--- src/rtl/mem_arbiter.sv ---
// Two-port arbiter sharing one banked memory between the I-cache and D-cache
// controllers. It serialises whole-word reads/writes, absorbs bank stalls and returns read data.
module mem_arbiter #(
  parameter int ADDR_W       = 16,
  parameter int DATA_W       = 16,
  parameter int STARVE_LIMIT = 2
) (
  input  logic              clk,
  input  logic              rst,
  input  logic              i_rd,
  input  logic              i_wr,
  input  logic [ADDR_W-1:0] i_addr,
  input  logic [DATA_W-1:0] i_wdata,
  output logic [DATA_W-1:0] i_rdata,
  output logic              i_done,
  output logic              i_err,
  output logic              i_stall,
  input  logic              d_rd,
  input  logic              d_wr,
  input  logic [ADDR_W-1:0] d_addr,
  input  logic [DATA_W-1:0] d_wdata,
  output logic [DATA_W-1:0] d_rdata,
  output logic              d_done,
  output logic              d_err,
  output logic              d_stall,
  output logic              mem_rd,
  output logic              mem_wr,
  output logic [ADDR_W-1:0] mem_addr,
  output logic [DATA_W-1:0] mem_wdata,
  input  logic [DATA_W-1:0] mem_rdata,
  input  logic              mem_stall
);

  localparam int STARVE_W = (STARVE_LIMIT < 1) ? 1 : $clog2(STARVE_LIMIT + 1);
  localparam logic [STARVE_W-1:0] STARVE_MAX = STARVE_W'(STARVE_LIMIT);

  typedef enum logic [2:0] {
    IDLE,
    ISSUE,
    WAIT1,
    WAIT2,
    DONE
  } state_t;

  state_t              state_reg, state_next;
  logic                owner_reg, owner_next;   // 0 = I port, 1 = D port
  logic                wr_reg, wr_next;
  logic                err_reg, err_next;
  logic [ADDR_W-1:0]   addr_reg, addr_next;
  logic [DATA_W-1:0]   wdata_reg, wdata_next;
  logic [DATA_W-1:0]   rdata_reg, rdata_next;
  logic [STARVE_W-1:0] starve_reg, starve_next;

  logic i_req, d_req, grant_i;
  logic sel_rd, sel_wr;

  assign i_req   = i_rd | i_wr;
  assign d_req   = d_rd | d_wr;
  assign grant_i = i_req & (~d_req | (starve_reg == STARVE_MAX));
  assign sel_rd  = grant_i ? i_rd : d_rd;
  assign sel_wr  = grant_i ? i_wr : d_wr;

  always_ff @(posedge clk) begin
    if (!rst) begin
      state_reg  <= IDLE;
      owner_reg  <= 1'b0;
      wr_reg     <= 1'b0;
      err_reg    <= 1'b0;
      addr_reg   <= '0;
      wdata_reg  <= '0;
      rdata_reg  <= '0;
      starve_reg <= '0;
    end else begin
      state_reg  <= state_next;
      owner_reg  <= owner_next;
      wr_reg     <= wr_next;
      err_reg    <= err_next;
      addr_reg   <= addr_next;
      wdata_reg  <= wdata_next;
      rdata_reg  <= rdata_next;
      starve_reg <= starve_next;
    end
  end

  always_comb begin
    state_next  = state_reg;
    owner_next  = owner_reg;
    wr_next     = wr_reg;
    err_next    = err_reg;
    addr_next   = addr_reg;
    wdata_next  = wdata_reg;
    rdata_next  = rdata_reg;
    starve_next = starve_reg;
    case (state_reg)
      IDLE: begin
        if (i_req | d_req) begin
          owner_next = ~grant_i;
          wr_next    = sel_wr;
          err_next   = sel_rd & sel_wr;
          addr_next  = grant_i ? i_addr : d_addr;
          wdata_next = grant_i ? i_wdata : d_wdata;
          // Cleared so writes and illegal requests never return stale read data.
          rdata_next = '0;
          state_next = (sel_rd & sel_wr) ? DONE : ISSUE;
          if (grant_i) begin
            starve_next = '0;
          end else if (i_req && (starve_reg != STARVE_MAX)) begin
            starve_next = starve_reg + STARVE_W'(1);
          end
        end
      end
      ISSUE: begin
        if (!mem_stall) begin
          state_next = wr_reg ? DONE : WAIT1;
        end
      end
      WAIT1:   state_next = WAIT2;
      WAIT2: begin
        rdata_next = mem_rdata;
        state_next = DONE;
      end
      DONE:    state_next = IDLE;
      default: state_next = IDLE;
    endcase
  end

  logic                in_issue;
  logic [1:0]          done_vec;
  logic [1:0]          err_vec;
  logic [DATA_W-1:0]   rdata_vec [2];

  assign in_issue  = (state_reg == ISSUE);
  assign mem_rd    = in_issue & ~wr_reg;
  assign mem_wr    = in_issue & wr_reg;
  assign mem_addr  = in_issue ? addr_reg : '0;
  assign mem_wdata = in_issue ? wdata_reg : '0;

  for (genvar gi = 0; gi < 2; gi++) begin : g_port
    assign done_vec[gi]  = (state_reg == DONE) && (owner_reg == 1'(gi));
    assign err_vec[gi]   = done_vec[gi] & err_reg;
    assign rdata_vec[gi] = done_vec[gi] ? rdata_reg : '0;
  end

  assign i_done  = done_vec[0];
  assign d_done  = done_vec[1];
  assign i_err   = err_vec[0];
  assign d_err   = err_vec[1];
  assign i_rdata = rdata_vec[0];
  assign d_rdata = rdata_vec[1];
  assign i_stall = i_req & ~i_done;
  assign d_stall = d_req & ~d_done;

endmodule

--- config.mk ---
export PLATFORM = sky130hd
export DESIGN_NAME = mem_arbiter
export DESIGN_NICKNAME = d
export VERILOG_FILES = /design/src/rtl/mem_arbiter.sv
export SDC_FILE = /design/constraint.sdc
export NUM_CORES = 1
export LEC_CHECK = 0
export BUFFER_PORTS_ARGS = -buffer_cell sky130_fd_sc_hd__buf_2
export CAP_MARGIN = 0
export CELL_PAD_IN_SITES_DETAIL_PLACEMENT = 0
export CELL_PAD_IN_SITES_GLOBAL_PLACEMENT = 1
export CORE_ASPECT_RATIO = 0.5
export CORE_MARGIN = 2
export CORE_UTILIZATION = 36
export DETAILED_ROUTE_END_ITERATION = 8
export PLACE_DENSITY = 0.85
export SYNTH_ARGS = -nofsm -noshare
export SYNTH_HDL_FRONTEND = slang
export SYNTH_SLANG_ARGS = --single-unit
--- constraint.sdc ---
create_clock -name clk -period 2.8 [get_ports clk]
set_input_delay 0.28 -clock clk [delete_from_list [all_inputs] [get_ports clk]]
set_output_delay 0.28 -clock clk [all_outputs]
set_load 0.05 [all_outputs]
==> qor.tcl, run 1 <==
set qor(std_cell_rows) 24
set qor(critPathRequiredTime_ps) 2520
set qor(report.final.slew_viol_count) 0
set qor(cts-hold-fix-buffers) 0
set qor(yosys_warnings) 0
set qor(vias) 3261
set qor(final.setup.tns_ps) 0
set qor(setup.reg_to_reg.worst_slack_ps) 700
set qor(power_per_cell_area_nw_per_um2) 653.8
set qor(vias_per_cell) 5.346
set qor(cts_num_sinks) 56
set qor(ys_seq_elements) 56
set qor(clock_path_buffers) 2
set qor(layout_commonest_cell) {sky130_fd_sc_hd__buf_2}
set qor(final.period_utilization_pct) 75.16
set qor(tightestPinTransition_ps) 1101
set qor(tritoncts) {yes}
set qor(timing_hold_violations_final) 0
set qor(netlist_instances) 362
set qor(grt_start_max_net_pins) 67
set qor(synth_area_leader_cell) {sky130_fd_sc_hd__dfxtp_1}
set qor(maxClockFrequency_mhz) 475.1
set qor(design.portCount) 159
set qor(layout.area.seq_sq_um) 1121
set qor(finalHoldWorstSlack_ps) 219.5
set qor(end_kind) {output port}
set qor(post_route_utilization_pct) 48.35
set qor(crit_path_top_delay_cell) {sky130_fd_sc_hd__dfxtp_1}
set qor(min-delay-path-class) {in -> reg}
set qor(syn-num-nets) 450
set qor(clock_insertion_delay_worst_skew_ps) 290
set qor(post_syn_area_sq_um) 3329
set qor(max_incr_delay_on_cp_ps) 530
set qor(finish.net_count) 580
set qor(ant_nets) 0
set qor(skew_ps) 3.834
set qor(drive_gt1_share_pct) 37.12
set qor(placed_cells_incl_taps) 602
set qor(htree_levels) 2
set qor(cts.repair_timing.setup_buffer_count) 0
set qor(worstPathArrival_ps) 1820
set qor(finish.instance_area_sq_um) 4283
set qor(area_growth_pct) 28.64
set qor(instances_no_fill) 610
set qor(drc_viols) 8
set qor(hpwl_microns) 6319
set qor(regToRegStartpoint) {starve_reg[0]}
set qor(routedWlPerCell_microns) 15.60
set qor(postPlaceCellArea_sq_um) 4136
set qor(start_util_pct) 37.58
set qor(die-height_microns) 72
set qor(critical_path.reg2reg.endpoint) {wdata_reg[0]}
set qor(postSynth.asyncResetShare_pct) 0
set qor(synth-edff-count) 0
set qor(routed_wirelength_microns) 9517
set qor(grt_pass1_vias) 3048
set qor(setup.worst_path.class) {reg -> out}
set qor(seq_area_frac_synth_pct) 33.67
set qor(leakage_nw) 1.923
set qor(nFillCells) 885
set qor(layout_min_cycle_time_ps) 2105
set qor(rsz0062_at_grt) {no}
set qor(worstHoldPathCells) 3
set qor(clk_transition_reported_paths_ps) 70
set qor(mostFrequentLayoutCells) {sky130_fd_sc_hd__buf_2 (158), sky130_fd_sc_hd__and2_1 (68), sky130_fd_sc_hd__dfxtp_1 (56), sky130_fd_sc_hd__a21boi_0 (43), sky130_fd_sc_hd__a311o_1 (32)}
set qor(critPathMaxFanout) 34
set qor(post_cts_resize_count) 0
set qor(synth_flop_cell) {sky130_fd_sc_hd__dfxtp_1}
set qor(numCtsBuffers) 5
set qor(depth_of_the_worst_register_to_register_path) 6
set qor(maxCapViolCount) 0
set qor(total_global_routing_track_utilization_pct) 18.49
set qor(timing.critical_path.cells) {nor3b_2 > buf_4 > and2_1 > buf_2}
set qor(holdPathEnd) {rdata_reg[9]}
set qor(antenna_violations_before_repair) 0
set qor(drt_pass1_iterations) 8
set qor(n_antenna_cell) 0
set qor(placement.io_buffers) 158
set qor(violations) {design-rule violations}
set qor(post_synth_num_cell_types) 41
set qor(coreArea_sq_um) 8859
set qor(setup_viol) 0
set qor(main_area_contributors_after_synthesis) {sky130_fd_sc_hd__dfxtp_1 (34%), sky130_fd_sc_hd__and2_1 (13%), sky130_fd_sc_hd__o221a_1 (10%)}
set qor(clockRootBuffer) {sky130_fd_sc_hd__clkbuf_16}
set qor(worst_vdd_drop_mv) 0.3159
set qor(area_of_the_multi_input_gates_sq_um) 1992
set qor(grt_overflow) 0
set qor(routabilityCongestion) 0.7940
set qor(start_kind) {register}
set qor(dr.first_iter.drc_count) 187
set qor(grt_pass1_wl_microns) 15320
set qor(yosys.area.top_type_share_pct) 33.67
set qor(outcome) {complete, but fails checks}
set qor(die_w_microns) 140.0
set qor(post_synth.cell_area_avg_sq_um) 9.197
set qor(die-area_sq_um) 10080
set qor(timing.hold.worst.start) {mem_rdata[9]}
set qor(worst_slew_margin_rel_pct) 26.42
## cell type report
| type | instances | area share (%) |
|---|---|---|
| inverters | 3 | 0.2629 |
| flip-flops and latches | 56 | 26.18 |
| clock buffers | 8 | 3.418 |
| multi-input cells | 258 | 46.51 |
| well taps | 117 | 3.418 |
| repair buffers | 168 | 20.22 |
## worst max path at each step
stage	start	endpoint	slack, ps	cells past startpoint
2_1_floorplan	state_reg[0]	i_rdata[10]	420	4
3_3_place_gp	d_rd	wdata_reg[5]	690	5
3_5_place_dp	d_rd	wdata_reg[8]	650	5
4_1_cts	state_reg[0]	mem_wdata[4]	670	4
5_1_grt	state_reg[0]	mem_wdata[4]	540	4
6_report	state_reg[0]	mem_wdata[4]	700	4
## cell usage after synthesis, types with 2 or more instances
cell type and number:
sky130_fd_sc_hd__nor3_1 3, sky130_fd_sc_hd__o21ai_0 2, sky130_fd_sc_hd__o32ai_1 2, sky130_fd_sc_hd__nor2_1 4, sky130_fd_sc_hd__clkbuf_1 34, sky130_fd_sc_hd__a21oi_1 3
sky130_fd_sc_hd__inv_1 3, sky130_fd_sc_hd__nand2b_1 2, sky130_fd_sc_hd__nand2_1 20, sky130_fd_sc_hd__and2_1 68, sky130_fd_sc_hd__o211ai_1 16, sky130_fd_sc_hd__dfxtp_1 56
sky130_fd_sc_hd__buf_6 6, sky130_fd_sc_hd__o221a_1 31, sky130_fd_sc_hd__a311o_1 32, sky130_fd_sc_hd__o22ai_1 3, sky130_fd_sc_hd__a21boi_1 7, sky130_fd_sc_hd__a21boi_0 43
sky130_fd_sc_hd__buf_2 4, sky130_fd_sc_hd__nand3b_1 2
## cell families (layout without fill, tap and decap cells)
family / Yosys count / count (layout) / synth area share [%]
adders and majority gates: 1 / 1 / 0.3757
and+or+nand+nor: 112 / 112 / 20.52
buffers and inverters: 48 / 179 / 7.027
AOI/OAI and AO/OA: 145 / 145 / 38.41
DFF: 56 / 56 / 33.67
## report_power, final
part / switching [mW] / internal (mW)
combinational: 0.685 / 0.438
clock: 0.287 / 0.358
sequential: 0.0907 / 0.941
## metrics by stage
stage / power (mW) / setup slack [ps]
2_1_floorplan: 1.935 / 416.1
3_3_place_gp: 2.162 / 685.1
3_5_place_dp: 2.174 / 649.2
4_1_cts: 2.825 / 674.8
5_1_grt: 2.969 / 542.3
6_report: 2.800 / 695.4
## metal layers
metal | global-route usage (%) | share of wire [%] | vias to the layer above
met5 | 0 | 0 | -
met4 | 3.704 | 1.1 | 0
met3 | 3.894 | 5.5 | 8
met2 | 31.31 | 46 | 103
met1 | 24.90 | 47 | 1519
li1 | - | - | 1631
## worst max-delay path: cells and delay by family, from the launching register on
kind / cells / cell delay [ps]
buffers and inverters: 2 / 580
DFF: 1 / 530
and+or+nand+nor: 2 / 420
Note: power is estimated with default switching activity, not from simulation.
==> inputs of run 2 (changes only) <==
--- a/config.mk
+++ b/config.mk
@@ -11,9 +11,9 @@
 export CELL_PAD_IN_SITES_GLOBAL_PLACEMENT = 1
 export CORE_ASPECT_RATIO = 0.5
 export CORE_MARGIN = 2
-export CORE_UTILIZATION = 36
+export CORE_UTILIZATION = 34
 export DETAILED_ROUTE_END_ITERATION = 8
-export PLACE_DENSITY = 0.85
+export PLACE_DENSITY = 0.8
 export SYNTH_ARGS = -nofsm -noshare
 export SYNTH_HDL_FRONTEND = slang
 export SYNTH_SLANG_ARGS = --single-unit
==> constraint.sdc (replaced) <==
create_clock -name clk -period 2 [get_ports clk]
set_input_delay 0.2 -clock clk [delete_from_list [all_inputs] [get_ports clk]]
set_output_delay 0.2 -clock clk [all_outputs]
set_load 0.05 [all_outputs]
==> qor.tcl, run 2 (synthesis results as in run 1) <==
set qor(outcome) {completed}
set qor(n_antenna_cell) 0 ;# unchanged
set qor(maxCapViolCount) 0 ;# unchanged
set qor(final.period_utilization_pct) 94.65
set qor(std_cell_rows) 25 ;# +4.2%
set qor(timing_hold_violations_final) 0 ;# unchanged
set qor(hpwl_microns) 6689 ;# +5.8%
set qor(start_util_pct) 35.13 ;# -2.5 points
set qor(coreArea_sq_um) 9478 ;# +7.0%
set qor(maxClockFrequency_mhz) 528.3
set qor(placement.io_buffers) 158 ;# unchanged
set qor(min-delay-path-class) {in -> reg}
set qor(worst_vdd_drop_mv) 0.4170 ;# +32%
set qor(setup_viol) 0 ;# unchanged
set qor(skew_ps) 3.933 ;# +0.09904 ps
set qor(clock_path_buffers) 2 ;# unchanged
set qor(vias) 3290 ;# +0.89%
set qor(die_w_microns) 143.9 ;# +2.8%
set qor(dr.first_iter.drc_count) 172 ;# -8.0%
set qor(worst_slew_margin_rel_pct) 54.96 ;# +29 points
set qor(power_per_cell_area_nw_per_um2) 919.8 ;# +41%
set qor(critPathRequiredTime_ps) 1800 ;# -720 ps
set qor(grt_pass1_vias) 3036 ;# -0.39%
set qor(antenna_violations_before_repair) 0 ;# unchanged
set qor(ant_nets) 0 ;# unchanged
set qor(routabilityCongestion) 0.7386 ;# -7.0%
set qor(drive_gt1_share_pct) 40.24 ;# +3.1 points
set qor(cts_num_sinks) 56 ;# unchanged
set qor(design.portCount) 159 ;# unchanged
set qor(grt_overflow) 0 ;# unchanged
set qor(layout_min_cycle_time_ps) 1893
set qor(regToRegStartpoint) {starve_reg[0]}
set qor(tightestPinTransition_ps) 673.6 ;# -427.2 ps
set qor(end_kind) {output port}
set qor(total_global_routing_track_utilization_pct) 17.48 ;# -1.0 points
set qor(layout_commonest_cell) {sky130_fd_sc_hd__buf_2}
set qor(finish.net_count) 589 ;# +1.6%
set qor(setup.worst_path.class) {reg -> out}
set qor(leakage_nw) 1.989 ;# +3.5%
set qor(power_mw) 4.091 ;# +46%
set qor(numCtsBuffers) 5 ;# unchanged
set qor(cts.repair_timing.setup_buffer_count) 0 ;# unchanged
set qor(htree_levels) 2 ;# unchanged
set qor(start_kind) {register}
set qor(grt_pass1_wl_microns) 14890 ;# -2.8%
set qor(die-area_sq_um) 10650 ;# +5.6%
set qor(clk_transition_reported_paths_ps) 70 ;# about the same
set qor(critPathMaxFanout) 11 ;# -68%
set qor(clockRootBuffer) {sky130_fd_sc_hd__clkbuf_16}
set qor(grt_start_max_net_pins) 44 ;# -34%
set qor(worstPathArrival_ps) 1690 ;# -130 ps
set qor(mostFrequentLayoutCells) {sky130_fd_sc_hd__buf_2 (154), sky130_fd_sc_hd__and2_1 (61), sky130_fd_sc_hd__dfxtp_1 (56), sky130_fd_sc_hd__a21boi_0 (43), sky130_fd_sc_hd__a311o_1 (32)}
set qor(report.final.slew_viol_count) 0 ;# unchanged
set qor(vias_per_cell) 5.165 ;# -3.4%
set qor(routedWlPerCell_microns) 15.25 ;# -2.2%
set qor(clock_insertion_delay_worst_skew_ps) 290 ;# about the same
set qor(drc_viols) 0 ;# -8
set qor(timing.critical_path.from) {state_reg[0]}
set qor(final.setup.tns_ps) 0 ;# unchanged
set qor(routed_wirelength_microns) 9717 ;# +2.1%
set qor(tritoncts) {yes}
set qor(die-height_microns) 73.98 ;# +2.7%
set qor(timing.hold.worst.start) {mem_rdata[10]}
set qor(drt_pass1_iterations) 4 ;# -4
set qor(area_growth_pct) 33.60
-- run 2: what timing repair did --
item / in CTS / in global routing
setup endpoints to repair: 0 / 51
hold buffers: 0 / 0
gates resized for setup: 0 / 6
-- run 2: final cells by class --
cell class                      count  area (sq um)
Multi-Input combinational cell    258          2007
Timing Repair Buffer              177         972.2
Fill cell                         940          5030
Inverter                            3         11.26
Clock buffer                        5         125.1
Sequential cell                    56          1121
Clock inverter                      3         42.54
Tap cell                          135         168.9
-- run 2: power breakdown --
group / leakage [nW] / switching, mW / internal [mW]
clock network: 0.0798 / 0.412 / 0.589
registers: 0.461 / 0.103 / 1.32
logic: 1.45 / 0.992 / 0.677
-- run 2: path summary, 6_finish.rpt --
kind              depth (start not counted)  slack [ps]       endpoint
setup / recovery                          5         110     i_rdata[7]
setup reg to reg                          6         260    addr_reg[4]
hold / removal                            3         130  rdata_reg[10]
hold reg to reg                           2         480  starve_reg[1]
-- run 2: metrics by stage --
| step | utilization (%) | cells | area, sq um | setup slack (ps) | hold slack (ps) |
|---|---|---|---|---|---|
| finish | 46.93 | 637 | 4448 | 107.0 | 130.6 |
| global route | 46.93 | 637 | 4448 | -2.508 | 135.0 |
| CTS | 46.75 | 637 | 4431 | 27.58 | 127.8 |
| detailed placement | 44.98 | 629 | 4263 | 273.5 | 446.8 |
| global placement | 44.98 | 629 | 4263 | 313.9 | 441.3 |
| floorplan | - | 362 | 3343 | -50.52 | 334.9 |
-- run 2: worst max-delay path: stages (launching register included) --
cell,delay (ps)
sky130_fd_sc_hd__dfxtp_1,310
sky130_fd_sc_hd__buf_4,160
sky130_fd_sc_hd__nor4b_2,320
sky130_fd_sc_hd__buf_4,220
sky130_fd_sc_hd__and2_2,140
sky130_fd_sc_hd__buf_2,250
-- run 2: metal layers --
metal / share of wire (%) / up-vias / track usage [%]
met4: 0.87 / 0 / 3.922
met2: 46 / 76 / 30.11
met1: 48 / 1561 / 23.10
li1: - / 1644 / -
met3: 4.4 / 9 / 3.542
met5: 0 / - / 0
